## src/rtl/dmem_arb_pkg.sv

```systemverilog
// Shared types for the data-memory arbiter: access sizes, the response context
// captured at each handshake, and the alignment rule used to reject accesses.
package dmem_arb_pkg;

    localparam int NPORTS = 2;

    typedef enum logic [1:0] {
        SZ_B   = 2'b00,
        SZ_H   = 2'b01,
        SZ_W   = 2'b10,
        SZ_BAD = 2'b11
    } size_e;

    typedef struct packed {
        logic       port;
        logic       is_load;
        size_e      size;
        logic [1:0] off;
        logic       uns;
        logic       err;
    } rsp_ctx_t;

    // An illegal size is treated as misaligned so one check covers both.
    function automatic logic is_misaligned(input size_e size, input logic [1:0] off);
        logic bad;
        case (size)
            SZ_B:    bad = 1'b0;
            SZ_H:    bad = off[0];
            SZ_W:    bad = (off != 2'b00);
            default: bad = 1'b1;
        endcase
        return bad;
    endfunction

endpackage

```

## src/rtl/lsu_lane_align.sv

```systemverilog
// Byte-lane helper: store-side lane enables and data replication, load-side
// lane extraction with sign or zero extension.
module lsu_lane_align
    import dmem_arb_pkg::*;
(
    input  size_e       i_st_size,
    input  logic [1:0]  i_st_off,
    input  logic [31:0] i_st_wdata,
    output logic [3:0]  o_st_be,
    output logic [31:0] o_st_wdata,
    input  size_e       i_ld_size,
    input  logic [1:0]  i_ld_off,
    input  logic        i_ld_uns,
    input  logic [31:0] i_ld_rdata,
    output logic [31:0] o_ld_data
);

    logic [31:0] w_lane;

    assign w_lane = i_ld_rdata >> {i_ld_off, 3'b000};

    // Store lane enables; data is replicated so every candidate lane carries it.
    always_comb begin
        o_st_be    = 4'b0000;
        o_st_wdata = 32'h0000_0000;
        case (i_st_size)
            SZ_B: begin
                o_st_be    = 4'b0001 << i_st_off;
                o_st_wdata = {4{i_st_wdata[7:0]}};
            end
            SZ_H: begin
                o_st_be    = 4'b0011 << i_st_off;
                o_st_wdata = {2{i_st_wdata[15:0]}};
            end
            SZ_W: begin
                o_st_be    = 4'b1111;
                o_st_wdata = i_st_wdata;
            end
            default: begin
                o_st_be    = 4'b0000;
                o_st_wdata = 32'h0000_0000;
            end
        endcase
    end

    // Load extract and extend.
    always_comb begin
        o_ld_data = 32'h0000_0000;
        case (i_ld_size)
            SZ_B:    o_ld_data = {{24{w_lane[7] & ~i_ld_uns}}, w_lane[7:0]};
            SZ_H:    o_ld_data = {{16{w_lane[15] & ~i_ld_uns}}, w_lane[15:0]};
            SZ_W:    o_ld_data = w_lane;
            default: o_ld_data = 32'h0000_0000;
        endcase
    end

endmodule

```

## src/rtl/dmem_arbiter.sv

```systemverilog
// Two-port round-robin arbiter in front of a single-port synchronous data memory,
// with byte/half/word lane handling and a fixed one-cycle response.
module dmem_arbiter
    import dmem_arb_pkg::*;
#(
    parameter int ADDRESS_WIDTH = 9,
    parameter int AW            = 32,
    parameter int BYTES         = 4
)(
    input  logic                         clk,
    input  logic                         rst,
    input  logic [NPORTS-1:0]            req_valid,
    output logic [NPORTS-1:0]            req_ready,
    input  logic [NPORTS-1:0]            req_we,
    input  logic [NPORTS-1:0][1:0]       req_size,
    input  logic [NPORTS-1:0]            req_unsigned,
    input  logic [NPORTS-1:0][AW-1:0]    req_addr,
    input  logic [NPORTS-1:0][31:0]      req_wdata,
    output logic [NPORTS-1:0]            rsp_valid,
    output logic [31:0]                  rsp_rdata,
    output logic                         rsp_err,
    output logic [ADDRESS_WIDTH-1:0]     mem_addr,
    output logic [BYTES-1:0]             mem_be,
    output logic                         mem_we,
    output logic [31:0]                  mem_wdata,
    input  logic [31:0]                  mem_rdata
);

    logic [NPORTS-1:0] w_gnt;
    logic              w_sel;
    logic              w_fire;
    logic              w_err;
    logic              w_oor;
    size_e             w_size;
    logic [AW-1:0]     w_addr;
    logic [AW-1:0]     w_hi;
    logic [3:0]        w_be;
    logic [31:0]       w_wdata_al;
    logic [31:0]       w_ld_data;

    rsp_ctx_t          r_ctx;
    logic              r_vld;
    logic              r_last;

    // Round-robin grant: on contention the port not granted last wins.
    always_comb begin
        w_gnt = 2'b00;
        if (rst) begin
            w_gnt = 2'b00;
        end else begin
            case (req_valid)
                2'b01:   w_gnt = 2'b01;
                2'b10:   w_gnt = 2'b10;
                2'b11:   w_gnt = r_last ? 2'b01 : 2'b10;
                default: w_gnt = 2'b00;
            endcase
        end
    end

    assign req_ready = w_gnt;
    assign w_sel     = w_gnt[1];
    assign w_fire    = |w_gnt;
    assign w_size    = size_e'(req_size[w_sel]);
    assign w_addr    = req_addr[w_sel];
    assign w_hi      = w_addr >> (ADDRESS_WIDTH + 2);
    assign w_oor     = |w_hi;
    assign w_err     = w_oor | is_misaligned(w_size, w_addr[1:0]);

    lsu_lane_align u_align (
        .i_st_size  (w_size),
        .i_st_off   (w_addr[1:0]),
        .i_st_wdata (req_wdata[w_sel]),
        .o_st_be    (w_be),
        .o_st_wdata (w_wdata_al),
        .i_ld_size  (r_ctx.size),
        .i_ld_off   (r_ctx.off),
        .i_ld_uns   (r_ctx.uns),
        .i_ld_rdata (mem_rdata),
        .o_ld_data  (w_ld_data)
    );

    // Memory drive; rejected requests are still accepted but touch no lanes.
    always_comb begin
        mem_addr  = {ADDRESS_WIDTH{1'b0}};
        mem_be    = 4'b0000;
        mem_we    = 1'b0;
        mem_wdata = 32'h0000_0000;
        if (w_fire) begin
            mem_addr = w_addr[ADDRESS_WIDTH+1:2];
            if (!w_err) begin
                mem_be    = w_be;
                mem_we    = req_we[w_sel];
                mem_wdata = req_we[w_sel] ? w_wdata_al : 32'h0000_0000;
            end else begin
                mem_be    = 4'b0000;
                mem_we    = 1'b0;
                mem_wdata = 32'h0000_0000;
            end
        end else begin
            mem_addr = {ADDRESS_WIDTH{1'b0}};
        end
    end

    // Response context and arbitration history, updated on every handshake.
    always_ff @(posedge clk or posedge rst) begin
        if (rst) begin
            r_last <= 1'b1;
            r_vld  <= 1'b0;
            r_ctx  <= {$bits(rsp_ctx_t){1'b0}};
        end else begin
            r_vld <= w_fire;
            if (w_fire) begin
                r_last        <= w_sel;
                r_ctx.port    <= w_sel;
                r_ctx.is_load <= ~req_we[w_sel];
                r_ctx.size    <= w_size;
                r_ctx.off     <= w_addr[1:0];
                r_ctx.uns     <= req_unsigned[w_sel];
                r_ctx.err     <= w_err;
            end else begin
                r_last <= r_last;
                r_ctx  <= r_ctx;
            end
        end
    end

    assign rsp_valid = {r_vld & r_ctx.port, r_vld & ~r_ctx.port};
    assign rsp_err   = r_vld & r_ctx.err;

    // Read data is only meaningful for a good load; everything else returns zero.
    always_comb begin
        rsp_rdata = 32'h0000_0000;
        if (r_vld && r_ctx.is_load && !r_ctx.err) begin
            rsp_rdata = w_ld_data;
        end else begin
            rsp_rdata = 32'h0000_0000;
        end
    end

endmodule

```

## config.mk

```make
export PLATFORM = sky130hd
export DESIGN_NAME = dmem_arbiter
export DESIGN_NICKNAME = d
export VERILOG_FILES = /design/src/rtl/dmem_arb_pkg.sv /design/src/rtl/lsu_lane_align.sv /design/src/rtl/dmem_arbiter.sv
export SDC_FILE = /design/constraint.sdc
export NUM_CORES = 1
export LEC_CHECK = 0
export BUFFER_PORTS_ARGS = -buffer_cell sky130_fd_sc_hd__buf_2
export CAP_MARGIN = 0
export CORE_AREA = 2 2 97 99
export DETAILED_ROUTE_END_ITERATION = 6
export DIE_AREA = 0 0 99 101
export HOLD_SLACK_MARGIN = 0.05
export PLACE_DENSITY = 0.77
export SLEW_MARGIN = 20
export SYNTH_ARGS = -nofsm -noshare
export SYNTH_HDL_FRONTEND = slang
export SYNTH_SLANG_ARGS = --single-unit
export TNS_END_PERCENT = 5
```

## constraint.sdc

```tcl
create_clock -name clk -period 1.96 [get_ports clk]
set_clock_uncertainty 0.2 [all_clocks]
set_input_delay 0.098 -clock clk [delete_from_list [all_inputs] [get_ports clk]]
set_output_delay 0.098 -clock clk [all_outputs]
set_load 0.005 [all_outputs]
```

==> out/qor.yml, run 1 <==
muxShareOfSynthArea: 0.223
count_of_buffers_from_port_buffering: 254
drv.max_cap_violation_count: 0
layout_worst_path_cycle_share: 1.15
worst_ep_arrival_time_ns: 1.95
whs_endpoint: "r_ctx[6]$_DFFE_PP0P_"
sequential_area_share_after_synthesis: 0.0872
syn_area_per_cell_um2: 6.80
drive_above_1_share: 0.519
crit_path_max_fanout: 5
critPathKind: "flop to output pin"
synthFlopType: "dfrtp_1"
peak_freq_mhz: 444
multiInputGateArea_um2: 2560
finalSetupViolations: 66
antenna_found_initial: 1
clock_power_share: 0.134
mappedNetlistArea_um2: 2890
ff_latch_area_um2: 254
cts_inserted_buffers: 3
r2r-end: "r_ctx[2]$_DFFE_PP0P_"
worstReg2RegStart: "r_last$_DFFE_PP1P_"
holdCritPathClass: "primary input to flop"
grt_usage: 0.221
dpl.hpwl_um: 9530
layout_filler_cell_count: 855
route.vias.total: 4191
p_sw_frac: 0.413
slew_viol_final: 0
rrSetupSlack_ns: 0.21
clk_pin_slew_ns: 0.04
drc: 0
route.detailed.wl_per_inst_um: 15.1
clkLatencyLatePin_ns: 0.23
io-pin-count: 255
yosys.cell_types.count: 63
critPathSlowestCell: "dfstp_2"
drt.antenna.violating_nets: 0
worstPathRequired_ns: 1.66
seq_power_share: 0.177
hold_ws_ns: 0.125
comb_power_share: 0.689
fin_ws_ns: -0.293
area_delta_synth_final_pct: 68.1
power-per-cell-area_nw_per_um2: 326
max_slew.worst_pin.slew_ns: 0.363
reg2reg_depth: 6
maximum_number_of_pins_on_one_net_before_global_route_repair: 36
period_needed_ns: 2.25
die_y_um: 101
initial_utilization: 0.321
p_total_w: 0.00158
grt_first_pass_wirelength_um: 18400
net-switching-power_w: 0.000653
synth_compound_gate_area_share: 0.276
violations: "setup timing"
dr.first_iter.drc_count: 139
postSynth.asyncResetShare: 1.00
synth-xor-area-share: 0.00911
postRouteWirelength_um: 12300
rsz0062_at_grt: "yes"
ctsRootBufferMaster: "clkbuf_8"
hold_depth: 5
timing.critical_path.from_type: "flop"
cts.htree.levels: 1
worstHoldStart: "req_we[0]"
critical_path.startpoint: "r_last$_DFFE_PP1P_"
status: "complete, but fails checks"
die_width_um: 99
first_global_vias: 3900
synth.yosys.warnings: 0
max_slew_margin: 0.751
coreArea_um2: 8980
synth.ff_latch_count: 10
fp.dieArea_um2: 10000
internal_power_w: 0.000930
critical_path.cell_chain: "nand2_4 > nand2_8 > mux2_4 > o32ai_2 > and2_4 > buf_2"
synth_top_family_by_area: "simple AND/OR/NAND/NOR gates"
clockBufferDepth: 2
num-nets-final: 876
mostFrequentLayoutCell: "buf_2"
synthSimpleGateAreaFrac: 0.307
synthesis.nets: 596
critical_path.max_stage_delay_ns: 0.59
tritoncts: "done"
hold_violations: 0
total_iterations_of_the_first_detailed_routing_run: 4
detail_route.vias_per_cell: 5.14
overflow: 0
leakagePower_nw: 2.58
cts.sink_count: 10
placementRows: 35
synthCells: 424
worstSetupEndpointType: "output pin"
synth_edf_count: 0
synth-adder-area-share: 0
vdd_drop_max_mv: 0.173
place.gp.congestion: 0.952
leading_cell_types_in_the_layout_fill_and_taps_excluded: "buf_2 (254), nand2_1 (91), a21oi_1 (47)"
==> synth_stat cells (6+ instances only) <==
| cell type | number | share of area |
|---|---|---|
| a211oi_1 | 17 | 0.044 |
| a21o_1 | 10 | 0.026 |
| a21oi_1 | 48 | 0.083 |
| buf_2 | 13 | 0.023 |
| buf_6 | 11 | 0.043 |
| clkbuf_1 | 9 | 0.012 |
| dfrtp_1 | 9 | 0.078 |
| inv_1 | 7 | 0.0091 |
| mux2_2 | 9 | 0.035 |
| mux2i_1 | 46 | 0.16 |
| nand2_1 | 91 | 0.12 |
| nand3_1 | 6 | 0.010 |
| nor2_1 | 34 | 0.044 |
| nor2b_1 | 12 | 0.026 |
| nor3_1 | 9 | 0.016 |
| nor4_1 | 8 | 0.017 |
| o21ai_0 | 15 | 0.026 |
| o22a_1 | 8 | 0.024 |
==> power groups by stage <==
stage                     combinational [W]  sequential, W  clock, W
final                               0.00109       0.000280  0.000213
after global routing                0.00118       0.000285  0.000231
after CTS                           0.00105       0.000280  0.000218
after detailed placement           0.000931       0.000279         0
after global placement             0.000922       0.000277         0
after floorplan                    0.000586       0.000253         0
==> metal layers <==
metal / global-route usage / part of all wire
met3: 0.0388 / 0.085
met1: 0.255 / 0.38
met4: 0.0780 / 0.029
met2: 0.409 / 0.51
met5: 0 / 0
==> critical path, delay by kind of cell (launching register included) <==
family,cells,cell delay (ns)
buf+inv,1,0.10
mux,1,0.37
simple gates,3,0.39
flops,1,0.59
compound gates,1,0.27
==> how the worst max path moves through the flow <==
stage	to	slack [ns]	cells past startpoint
6_report	mem_be[3]	-0.29	6
2_1_floorplan	mem_wdata[13]	0.14	7
3_3_place_gp	rsp_rdata[19]	-0.12	6
4_1_cts	mem_wdata[9]	-0.29	7
3_5_place_dp	rsp_rdata[19]	-0.19	6
5_1_grt	mem_wdata[19]	-0.35	8
==> stage by stage <==
step | cell area, um^2 | setup TNS (ns) | cells | setup WS (ns) | utilization
6_report | 4850 | -11.49 | 815 | -0.293 | 0.540
5_1_grt | 4850 | -16.45 | 815 | -0.354 | 0.540
4_1_cts | 4760 | -11.40 | 809 | -0.294 | 0.530
3_5_place_dp | 4420 | -4.54 | 794 | -0.191 | 0.493
3_3_place_gp | 4420 | -2.47 | 794 | -0.119 | 0.493
2_1_floorplan | 2890 | 0 | 424 | 0.136 | -
==> sequential cells by signal (all words and copies together), names as in the netlist <==
register,count
r_vld,1
r_ctx,8
r_last,1
==> area by class of cell <==
type / instances / area share
Clock buffer: 4 / 0.00929
Sequential cell: 10 / 0.0524
Antenna cell: 1 / 0.000516
Tap cell: 111 / 0.0286
Timing Repair Buffer: 309 / 0.375
Inverter: 8 / 0.00671
Multi-Input combinational cell: 372 / 0.528
==> logic make-up after synthesis <==
family | Yosys count
simple gates | 186
compound gates | 120
mux | 60
buf+inv | 45
flops | 10
xor+xnor | 3
==> what timing repair did <==
item,in CTS,in global routing
endpoints found under the setup margin,72,73
gates resized for setup,33,12
endpoints found under the hold margin,11,0
pin swaps,8,6
hold buffers,3,0
setup buffers,5,5
cloned,3,0
Power figures use the tool's default switching activity.
==> run 2: changes to the inputs <==
- PLACE_DENSITY: 0.77 -> not set
- PLACE_DENSITY_LB_ADDON: not set -> 0.1
==> run 2 against run 1 <==
Effect of this change: the run still ends with setup timing left; global-route usage shrank 0.089 points; largest cell class unchanged; clock-buffer cell count is the same; setup slack got worse by 0.018 ns; die area unchanged; sequential cell count did not move; combinational power barely moved; critical path type unchanged; cell count decreased by 0.12%; fmax is 0.81% lower; hold slack lost 0.056 ns; routed wire length is 1.3% higher; first-iteration DRC count decreased by 2.9%.
==> out/qor.yml, run 2 (same netlist as run 1, synthesis figures left out) <==
hold_ws_ns: 0.0689
p_total_w: 0.00162
violations: "setup timing"
cts.sink_count: 10
multiInputGateArea_um2: 2590
grt_usage: 0.220
coreArea_um2: 8980
largest-register: "r_ctx"
max_slew_margin: 0.783
cts_inserted_buffers: 3
io-pin-count: 255
maximum_number_of_pins_on_one_net_before_global_route_repair: 36
vdd_drop_max_mv: 0.207
stdcell_area_um2: 4940
worst_ep_arrival_time_ns: 1.97
layout_worst_path_cycle_share: 1.16
clk_pin_slew_ns: 0.05
drt.antenna.violating_nets: 0
antenna_cells: 0
route.detailed.wl_per_inst_um: 15.3
power-per-cell-area_nw_per_um2: 327
initial_utilization: 0.321
slew_viol_final: 0
place.gp.congestion: 0.871
drc: 0
dpl.hpwl_um: 9680
hold_violations: 0
leakagePower_nw: 2.58
dp_slack_ns: -0.0746
finalSetupViolations: 61
total_iterations_of_the_first_detailed_routing_run: 4
flip_flop_count_of_the_largest_register_after_layout: 8
drive_above_1_share: 0.543
crit_path_max_fanout: 8
fin_ws_ns: -0.311
largestRegisters: "r_ctx (8), r_last (1), r_vld (1)"
leading_cell_types_in_the_layout_fill_and_taps_excluded: "buf_2 (254), nand2_1 (91), mux2i_1 (41)"
overflow: 0
period_needed_ns: 2.27
clockBufferDepth: 2
clkLatencyLatePin_ns: 0.23
max_slew.worst_pin.slew_ns: 0.322
dpl-instance-area_um2: 4440
layout_filler_cell_count: 879
grt_first_pass_wirelength_um: 18700
ctsRootBufferMaster: "clkbuf_8"
mostFrequentLayoutCell: "buf_2"
route.vias.total: 4190
tritoncts: "done"
worstSetupEndpointType: "output pin"
dr.first_iter.drc_count: 135
final.setup.tns_ns: -11.63
num-nets-final: 876
status: "complete, but fails checks"
placementRows: 35
peak_freq_mhz: 440
die_width_um: 99
fp.dieArea_um2: 10000
holdCritPathClass: "primary input to flop"
rsz0062_at_grt: "yes"
count_of_buffers_from_port_buffering: 254
drv.max_cap_violation_count: 0
detail_route.vias_per_cell: 5.15
critPathKind: "flop to output pin"
die_y_um: 101
worstPathRequired_ns: 1.66
cts.htree.levels: 1
area_delta_synth_final_pct: 71.2
postRouteWirelength_um: 12400
ff_latch_area_um2: 254
antenna_found_initial: 0
first_global_vias: 3984
timing.critical_path.from_type: "flop"
run 2: path summary, 6_finish.rpt:
path,slack [ns],end,cells past startpoint,from
setup / recovery,-0.31,mem_wdata[10],8,r_last$_DFFE_PP1P_
hold / removal,0.07,r_ctx[3]$_DFFE_PP0P_,3,req_addr[33]
setup reg to reg,0.12,r_ctx[0]$_DFFE_PP0P_,7,r_last$_DFFE_PP1P_
hold reg to reg,0.28,r_ctx[6]$_DFFE_PP0P_,2,r_ctx[6]$_DFFE_PP0P_
max in group asynchronous,1.10,r_last$_DFFE_PP1P_,4,rst
min in group asynchronous,0.24,r_ctx[6]$_DFFE_PP0P_,4,rst
run 2: repair_timing:
| action | 4_1_cts | 5_1_grt |
|---|---|---|
| gates cloned | 0 | 4 |
| setup endpoints to repair | 70 | 73 |
| resized for setup | 21 | 42 |
| endpoints found under the hold margin | 13 | 0 |
| setup buffers | 3 | 4 |
| pin swaps | 8 | 5 |
| hold buffers | 6 | 0 |
run 2: final cells by class:
cell class,instances,share of cell area
Timing Repair Buffer,311,0.378
Clock buffer,4,0.0111
Tap cell,111,0.0281
Multi-Input combinational cell,370,0.524
Inverter,8,0.00709
Sequential cell,10,0.0514
run 2: metrics by stage:
stage          utilization  std cells
4_1_cts              0.520        806
2_1_floorplan            -        424
5_1_grt              0.550        814
3_5_place_dp         0.494        794
3_3_place_gp         0.494        794
6_report             0.550        814
run 2: power breakdown:
group	total, W	internal [W]	switching (W)	leakage, nW
Clock	0.000253	0.000176	0.0000768	0.0288
Sequential	0.000271	0.000238	0.0000332	0.112
Combinational	0.00109	0.000546	0.000547	2.44
Total	0.00162	0.000961	0.000657	2.58
run 2: layer usage:
metal,vias to the layer above,routed length (um),global-route usage
met4,0,163,0.0548
met1,1924,4990,0.272
met5,-,0,0
met3,12,754,0.0257
li1,2085,-,-
met2,169,6520,0.407
run 2: critical path, cell delays in order (launching register included):
cell and delay (ns):
dfstp_2 0.58, nand2_4 0.08, nand2_8 0.12, buf_6 0.12, mux2i_4 0.23, buf_6 0.18
a311oi_1 0.06, a211oi_1 0.20, buf_2 0.16
==> run 3: changes to the inputs <==
- SKIP_CTS_REPAIR_TIMING: not set -> 1
==> run 3 against run 2 <==
Effect of this change: the run still ends with setup timing left; sequential power is essentially flat; first-iteration DRC count grew 22%; global-route usage shrank 0.46 points; core utilization shrank 1.6 points; via count shrank 0.17%; non-clock buffer count shrank 6; combinational power shrank 4%; clock-buffer cell count is the same; largest cell class unchanged.
==> out/qor.yml, run 3 (same netlist as run 1, synthesis figures left out) <==
rrSetupSlack_ns: 0.15
leakagePower_nw: 2.52
p_total_w: 0.00158
count_of_buffers_from_port_buffering: 254
postRouteWirelength_um: 12300
leading_cell_types_in_the_layout_fill_and_taps_excluded: "buf_2 (254), nand2_1 (91), mux2i_1 (42)"
grt_usage: 0.216
layout_worst_path_cycle_share: 1.16
p_sw_frac: 0.405
worst_ep_arrival_time_ns: 1.99
drv.max_cap_violation_count: 0
max_slew_margin: 0.771
reg2reg_depth: 7
comb_power_share: 0.668
maximum_number_of_pins_on_one_net_before_global_route_repair: 36
grt_first_pass_wirelength_um: 18300
first_global_vias: 3915
r2r-end: "r_ctx[0]$_DFFE_PP0P_"
flip_flop_count_of_the_largest_register_after_layout: 8
whs_endpoint: "r_ctx[6]$_DFFE_PP0P_"
drc: 0
detail_route.vias_per_cell: 5.18
finalSetupViolations: 61
dr.first_iter.drc_count: 165
tritoncts: "done"
die_width_um: 99
worstSetupEndpointType: "output pin"
route.detailed.wl_per_inst_um: 15.2
worstReg2RegStart: "r_last$_DFFE_PP1P_"
seq_power_share: 0.172
timing.critical_path.from_type: "flop"
rsz0062_at_grt: "yes"
cts_inserted_buffers: 3
internal_power_w: 0.000938
dp_slack_ns: -0.0746
dpl.hpwl_um: 9680
drt.antenna.violating_nets: 0
dr.max_layer_used: "met4"
clockBufferDepth: 2
ctsRootBufferMaster: "clkbuf_8"
power-per-cell-area_nw_per_um2: 329
total_iterations_of_the_first_detailed_routing_run: 4
die_y_um: 101
routedLengthMet1_um: 4970
period_needed_ns: 2.28
cts.sink_count: 10
io-pin-count: 255
fin_ws_ns: -0.323
net-switching-power_w: 0.000639
overflow: 0
slew_viol_final: 0
clk_pin_slew_ns: 0.05
max_slew.worst_pin.slew_ns: 0.338
violations: "setup timing"
wl_met3_um: 807
num-nets-final: 870
holdCritPathClass: "primary input to flop"
crit_path_max_fanout: 9
largest-register: "r_ctx"
final.setup.tns_ns: -12.00
cts.htree.levels: 1
hold_depth: 4
route.vias.total: 4183
fp.dieArea_um2: 10000
dr_wl_met2_um: 6340
area_delta_synth_final_pct: 66.2
antenna_cells: 0
largestRegisters: "r_ctx (8), r_last (1), r_vld (1)"
hold_violations: 0
mostFrequentLayoutCell: "buf_2"
placementRows: 35
critPathKind: "flop to output pin"
worstPathRequired_ns: 1.66
coreArea_um2: 8980
status: "complete, but fails checks"
clock_power_share: 0.160
worstHoldStart: "req_we[1]"
peak_freq_mhz: 438
antenna_found_initial: 0
drive_above_1_share: 0.534
vdd_drop_max_mv: 0.206
place.gp.congestion: 0.871
clkLatencyLatePin_ns: 0.23
initial_utilization: 0.321
layout_filler_cell_count: 901
-- run 3: power by group through the flow --
stage	registers (W)	clock network (W)	logic, W
finish	0.000272	0.000252	0.00105
CTS	0.000269	0.000261	0.000983
global placement	0.000269	0	0.000971
global route	0.000276	0.000274	0.00115
floorplan	0.000253	0	0.000586
detailed placement	0.000271	0	0.000979
-- run 3: cell type report --
cell class	instances	area (um^2)	area share
inverter	8	35.0	0.00731
clock buffer	4	55.1	0.0115
multi-input combinational	370	2520	0.525
timing repair buffer	305	1790	0.374
tap	111	139	0.0290
sequential	10	254	0.0530
-- run 3: how the worst max path moves through the flow --
stage / from / to / slack, ns
floorplan: r_last$_DFFE_PP1P_ / mem_wdata[13] / 0.14
global placement: r_last$_DFFE_PP1P_ / mem_wdata[15] / -0.07
detailed placement: r_last$_DFFE_PP1P_ / mem_be[3] / -0.07
CTS: r_last$_DFFE_PP1P_ / mem_wdata[0] / -0.34
global route: r_last$_DFFE_PP1P_ / mem_be[3] / -0.38
finish: r_last$_DFFE_PP1P_ / mem_be[3] / -0.32
-- run 3: metal layers --
metal / vias to the layer above / track usage
li1: 2070 / -
met1: 1908 / 0.268
met2: 191 / 0.398
met3: 14 / 0.0243
met4: 0 / 0.0495
met5: - / 0
-- run 3: metrics by stage --
step / util / instance area (um^2) / hold slack, ns / cells
after floorplan: - / 2890 / -0.256 / 424
after detailed placement: 0.494 / 4440 / -0.0704 / 794
after global placement: 0.494 / 4440 / -0.0672 / 794
after global routing: 0.534 / 4790 / 0.0454 / 808
final: 0.534 / 4790 / 0.0285 / 808
after CTS: 0.500 / 4490 / -0.318 / 798
-- run 3: worst max-delay path, cell delays in order (launching register included) --
cell and delay, ns:
dfstp_2 0.58, nand2_4 0.08, nand2_8 0.12, buf_12 0.15, mux2i_1 0.09, buf_4 0.16, o32ai_2 0.25, and2_1 0.19
buf_2 0.13
